--- config.mk ---
export PLATFORM = sky130hd
export DESIGN_NAME = mem_bus_arbiter
export DESIGN_NICKNAME = d
export VERILOG_FILES = /design/src/rtl/mem_bus_arbiter_pkg.sv /design/src/rtl/mem_bus_arbiter.sv
export SDC_FILE = /design/constraint.sdc
export NUM_CORES = 1
export LEC_CHECK = 0
export ABC_AREA = 1
export CAP_MARGIN = 40
export CORE_MARGIN = 10
export CORE_UTILIZATION = 41
export DETAILED_ROUTE_END_ITERATION = 8
export MAX_ROUTING_LAYER = met4
export PLACE_DENSITY = 0.85
export SYNTH_ARGS = -nofsm -noshare
export SYNTH_HDL_FRONTEND = slang
export SYNTH_SLANG_ARGS = --single-unit
--- constraint.sdc ---
create_clock -name clock -period 3.87 [get_ports clock]
set_input_delay 0.387 -clock clock [delete_from_list [all_inputs] [get_ports clock]]
set_output_delay 0.387 -clock clock [all_outputs]
set_load 0.005 [all_outputs]
--- src/rtl/mem_bus_arbiter_pkg.sv ---
// Shared types and default parameters for the two-master memory port arbiter.
package mem_bus_arbiter_pkg;

  typedef enum logic {
    ARB_IDLE,
    ARB_ACCESS
  } arbState_t;

  typedef enum logic {
    M_CPU,
    M_AUX
  } master_t;

  localparam int ACC_CYCLES_DEF = 1;
  localparam int MAX_WAIT_DEF   = 4;

endpackage

--- src/rtl/mem_bus_arbiter.sv ---
// Shares the single memory port between the CPU datapath and an auxiliary
// master. The CPU has priority, but an anti-starvation streak counter lets
// aux win once after MAX_WAIT consecutive contended CPU wins. The winner's
// command is latched, and a fixed-length access is then sequenced.
module mem_bus_arbiter
  import mem_bus_arbiter_pkg::*;
#(
  parameter int ACC_CYCLES = ACC_CYCLES_DEF,
  parameter int MAX_WAIT   = MAX_WAIT_DEF
) (
  input  logic        clock,
  input  logic        reset,
  input  logic        cpu_req,
  input  logic        cpu_we,
  input  logic [15:0] cpu_addr,
  input  logic [15:0] cpu_wdata,
  input  logic        aux_req,
  input  logic        aux_we,
  input  logic [15:0] aux_addr,
  input  logic [15:0] aux_wdata,
  output logic        cpu_gnt,
  output logic        aux_gnt,
  output logic        cpu_done,
  output logic        aux_done,
  output logic [15:0] rdata,
  output logic [15:0] mem_addr,
  output logic [15:0] mem_wdata,
  output logic        mem_re_L,
  output logic        mem_we_L,
  input  logic [15:0] mem_rdata,
  output logic        owner
);

  localparam int CNT_W    = (ACC_CYCLES > 1) ? $clog2(ACC_CYCLES) : 1;
  localparam int STREAK_W = ($clog2(MAX_WAIT + 1) > 3) ? $clog2(MAX_WAIT + 1) : 3;
  localparam logic [CNT_W-1:0]    CNT_LOAD   = CNT_W'(ACC_CYCLES - 1);
  localparam logic [STREAK_W-1:0] STREAK_MAX = STREAK_W'(MAX_WAIT);

  arbState_t           state;
  master_t             win;
  logic                lat_we;
  logic [CNT_W-1:0]    cnt;
  logic [STREAK_W-1:0] streak;
  logic                pick_aux;

  // Aux wins when it is alone, or when the CPU has starved it MAX_WAIT times
  always_comb begin
    pick_aux = aux_req && (!cpu_req || (streak == STREAK_MAX));
  end

  // Arbitration FSM: latch the winner's command, count the access, pulse done
  always_ff @(posedge clock or posedge reset) begin
    if (reset) begin
      state     <= ARB_IDLE;
      win       <= M_CPU;
      lat_we    <= 1'b0;
      cnt       <= '0;
      streak    <= '0;
      mem_addr  <= '0;
      mem_wdata <= '0;
      rdata     <= '0;
      cpu_done  <= 1'b0;
      aux_done  <= 1'b0;
    end else begin
      cpu_done <= 1'b0;
      aux_done <= 1'b0;
      case (state)
        ARB_IDLE: begin
          if (cpu_req || aux_req) begin
            if (pick_aux) begin
              win       <= M_AUX;
              lat_we    <= aux_we;
              mem_addr  <= aux_addr;
              mem_wdata <= aux_wdata;
              streak    <= '0;
            end else begin
              win       <= M_CPU;
              lat_we    <= cpu_we;
              mem_addr  <= cpu_addr;
              mem_wdata <= cpu_wdata;
              if (aux_req) begin
                if (streak != STREAK_MAX) streak <= streak + 1'b1;
              end else begin
                streak <= '0;
              end
            end
            cnt   <= CNT_LOAD;
            state <= ARB_ACCESS;
          end
        end
        ARB_ACCESS: begin
          if (cnt == '0) begin
            if (!lat_we) rdata <= mem_rdata;
            if (win == M_CPU) cpu_done <= 1'b1;
            else              aux_done <= 1'b1;
            state <= ARB_IDLE;
          end else begin
            cnt <= cnt - 1'b1;
          end
        end
        default: state <= ARB_IDLE;
      endcase
    end
  end

  // Grants, strobes and owner are decoded purely from registered state
  always_comb begin
    cpu_gnt  = (state == ARB_ACCESS) && (win == M_CPU);
    aux_gnt  = (state == ARB_ACCESS) && (win == M_AUX);
    mem_re_L = !((state == ARB_ACCESS) && !lat_we);
    mem_we_L = !((state == ARB_ACCESS) &&  lat_we);
    owner    = (win == M_AUX);
  end

endmodule

* After elaboration in Yosys (flattened, before gate mapping)
Index checks and enable logic that the tools add are counted.
** Word-level totals
- Logic and storage cells :: 53
- Input port bits :: 86
- Register bits after elaboration :: 57
- Output and inout port bits :: 55
** Cells by class
- Equality and inequality tests :: 4
- Reductions and logical operators :: 14
- Bitwise gates (word level) :: 4
- Add/sub/neg operators :: 2
- Muxes and demuxes :: 19
** Operator list (count)
- 16-bit 2-to-1 mux :: 2
- 1-bit 2-to-1 mux :: 12
- 3-bit 2-to-1 mux :: 3
- 3-bit AND reduction :: 2
- 1-bit logical AND :: 5
- 1-bit logical NOT :: 4
- 1-bit inverter :: 4
- 1-bit one-hot mux with 2 select lines :: 2
- 3-bit by 1-bit adder with 3-bit output (second input constant) :: 1
- 3-bit == test (second input constant) :: 1
- 3-bit by 1-bit != test with 1-bit output (second input constant) :: 1
- 3-bit != test (second input constant) :: 1
- 1-bit logical OR :: 2
- 2-bit != test (second input constant) :: 1
- 2-bit AND reduction :: 1
- 1-bit subtractor (second input constant) :: 1

* Longest topological paths before layout
- Depth in word-level cells :: 5
- Gate-level depth with buffers :: 9
- Mapped depth without buffers :: 8

* Worst setup path before layout
OpenSTA, ideal clock, no wires.
- Path type :: register to register
- Start :: register streak[0]
- End :: register mem_addr[10]
- Data required time :: 3.752 ns
- Period minus slack after synthesis :: 1.392 ns
- Arrival :: 1.275 ns
- Setup slack :: 2.478 ns
- Buffers on the path :: 1
- Library setup time :: 0.118 ns
- Cell stages (with the launch flop) :: 10
- Cell sequence :: dfrtp_1 > inv_1 > ha_1 > nand2_1 > nand2_1 > nand2_1 > buf_2 > nand2_1 > nand3_1 > nand2_1
** On the way
- Cells in the longest elaborated chain, start to end :: 4
** Ends and longest elaborated chain
- from (decl) :: RTL line mem_bus_arbiter.sv:43 : logic [STREAK_W-1:0] streak;
- from (signal assigned) :: RTL line mem_bus_arbiter.sv:82 : if (streak != STREAK_MAX) streak <= streak + 1'b1;
- 3-bit == test :: RTL line mem_bus_arbiter.sv:48 : pick_aux = aux_req && (!cpu_req || (streak == STREAK_MAX));
- 1-bit logical OR :: RTL line mem_bus_arbiter.sv:48
- 1-bit logical AND :: RTL line mem_bus_arbiter.sv:48
- 16-bit 2-to-1 mux :: RTL line mem_bus_arbiter.sv:70 : if (pick_aux) begin
- to (signal assigned) :: RTL line mem_bus_arbiter.sv:73 : mem_addr <= aux_addr;
- to (signal assigned) :: RTL line mem_bus_arbiter.sv:79 : mem_addr <= cpu_addr;
- to (decl) :: RTL line mem_bus_arbiter.sv:26 : output logic [15:0] mem_addr,
Every way passes these cells.
A chain may end at the register's enable or synchronous reset.

* Final worst setup path
- Start :: register state
- End :: output port mem_re_L
** On the way
- Cells in the longest elaborated chain, start to end :: 2
** Ends and longest elaborated chain
- from (decl) :: RTL line mem_bus_arbiter.sv:39 : arbState_t state;
- from (signal assigned) :: RTL line mem_bus_arbiter.sv:54 : state <= ARB_IDLE;
- from (signal assigned) :: RTL line mem_bus_arbiter.sv:88 : state <= ARB_ACCESS;
- from (signal assigned) :: RTL line mem_bus_arbiter.sv:96 : state <= ARB_IDLE;
- 1-bit logical AND :: RTL line mem_bus_arbiter.sv:110 : mem_re_L = !((state == ARB_ACCESS) && !lat_we);
- 1-bit logical NOT :: RTL line mem_bus_arbiter.sv:110
- to (decl) :: RTL line mem_bus_arbiter.sv:28 : output logic mem_re_L,
Every way passes these cells.

==> run metrics <==
Post-CTS Resized=0; max-cap violations=0; post-cts hold buffer count=0; syn nets=478; Crit. End Element=output pin; maximum VDD drop=184 uV; Buf/Inv on CP=3; worst slew pin tran=681 ps; routed wire length=8750 um; Tmin final=2280 ps; setup TNS=0 ps; vias in the first global route=2,936; vias=2,822; largest cells by area after synthesis=dfrtp_1 (50%), nand2_1 (17%), nand3_1 (12%); Int Power=1.29 mW; post-synthesis cell count=390; drt first pass iters=4; Synth cell types=15; #FFs+latches synth=56; Slew Limit Fails=0; Die Wd=103 um; Async SR Flop Fraction=1.00; final worst slack=1590 ps; power density cells=412 nW/um2; total CTS buffers=5; CTS sink cnt=56; initial antenna violation count=0; share of cells above drive strength 1=0.0325; IO Count=141; synthesis-to-layout area growth=56.3%; root buffer cell=clkbuf_8; Data arrival, critical path=1900 ps; port bufs=140; Remaining Overflow, GRT=0; Post-Syn Area per Cell=7.20 um2; sw frac=0.287; Final #Nets=612; Worst-path clk slew=90 ps; pre-CTS worst setup slack=1370 ps; routability cong.=0.846; Critical Path, Cell by Cell=inv_2 > or2_1 > buf_4 > clkdlybuf4s50_1; cell area after synthesis=2810 um2; relative slew slack=0.545; cell count after placement=597; first-pass GRT wire length=14,200 um; Synth Flop Type=dfrtp_1; Fmax achieved=438 MHz; Post-synth EDFFs=0; Antenna Diode Count=0; status=finished clean; crit share post-route=0.590; CP Class=flop to output pin; delay-heaviest family, CP=buffers and inverters; post-synth top area share=0.499; die area=10,600 um2; largest net degree at the start of global routing=38; H-Tree Level Count=2; vias per cell=4.68; CORE AREA=6720 um2; DRT antenna net count=0; TritonCTS clock tree=done; DRC viols=0; clock share of power=0.201; Synthesis Warnings=0; Hold Vio Cnt, Final=0; CP max-delay cell=clkdlybuf4s50_1; Routed WL per cell=14.5 um; Sequential Power Share=0.438; row cnt=30; final std cells w/o fill=603; Worst Hold Class=flop to flop; leak pwr=2.34 nW; Synth area leader=dfrtp_1; commonest cells after routing, fill and taps aside=clkdlybuf4s50_1 (140), nand2_1 (128), inv_1 (88), nand3_1 (68), dfrtp_1 (56); CP required=3480 ps; sequential area share after synthesis=0.499; Psw=519 uW; unrepaired setup endpoints after global routing=no; CP max stage delay=570 ps; GRT Util Overall=0.174; combinational cell fraction of total power=0.361; Final setup violation count=0; die height=103 um; clk buf depth=2; post-detail-place hpwl=6780 um; CP Max Fanout=33; clock skew=12.7 ps; most common cell after layout, fill and taps aside=clkdlybuf4s50_1; post-CTS setup buffer count=0; clk_lat worst skew=310 ps; First DRT Iteration DRCs=111; CP Launch Type=flop; Initial Util=0.418
synthesized netlist by cell type, types with 2 or more instances:
master / instances
o21ai_1: 16
nor2_1: 4
ha_1: 2
inv_1: 89
buf_2: 13
o21ai_0: 2
nand2_1: 128
nand3_1: 68
dfrtp_1: 56
inv_2: 2
clkbuf_1: 6
power groups by stage:
stage | combinational, mW | clock, mW | sequential, mW
floorplan | 0.219 | 0 | 0.809
global placement | 0.640 | 0 | 0.797
detailed placement | 0.662 | 0 | 0.803
CTS | 0.665 | 0.374 | 0.792
global route | 0.724 | 0.402 | 0.810
finish | 0.653 | 0.363 | 0.792
path summary, 6_finish.rpt:
kind                               start            end  slack [ps]  cells past startpoint
setup / recovery                   state       mem_re_L        1590                      4
hold / removal             mem_wdata[10]  mem_wdata[10]         490                      2
setup reg to reg               streak[0]  mem_wdata[13]        1950                      9
hold reg to reg            mem_wdata[10]  mem_wdata[10]         490                      2
max in group asynchronous          reset      streak[1]        2780                      3
min in group asynchronous          reset   mem_addr[14]         500                      2
registers in the layout, indices dropped and copies added, names as in the netlist:
name	flops
mem_wdata	16
cpu_done	1
owner	1
rdata	16
lat_we	1
streak	3
state	1
aux_done	1
mem_addr	16
metrics by stage:
step / area (um2) / utilization / hold WS [ps] / power [mW]
6_report: 4390 / 0.653 / 485 / 1.81
3_3_place_gp: 4260 / 0.634 / 461 / 1.44
3_5_place_dp: 4290 / 0.639 / 465 / 1.47
5_1_grt: 4390 / 0.653 / 500 / 1.94
2_1_floorplan: 2810 / - / 463 / 1.03
4_1_cts: 4390 / 0.653 / 490 / 1.83
cell type report:
class,instances,area [um2]
inverters,91,342
clock buffers,5,68.8
well taps,80,100
repair buffers,147,1470
flip-flops and latches,56,1400
clock inverters,1,30.0
fillers,569,2330
multi-input cells,223,975
metal layers:
| layer | share of wire | wire length [um] | up-vias | global-route usage |
|---|---|---|---|---|
| met2 | 0.46 | 4020 | 115 | 0.278 |
| met3 | 0.11 | 978 | 12 | 0.0670 |
| met1 | 0.41 | 3630 | 1274 | 0.200 |
| met5 | 0 | 0 | - | - |
| li1 | - | - | 1421 | - |
| met4 | 0.014 | 121 | 0 | 0.0460 |
cell families after synthesis:
kind of cell	after synthesis	synth area share
fa+ha+maj	2	0.00891
simple gates	202	0.304
buf+inv	111	0.154
compound gates	19	0.0343
flops	56	0.499
worst register-to-register path, delay by kind of cell, from the launching register on:
kind,cells,cell delay [ps]
and+or+nand+nor,6,910
DFF,1,400
adders and majority gates,1,200
buffers and inverters,2,320
No activity file was read; power rests on OpenSTA's default activity.
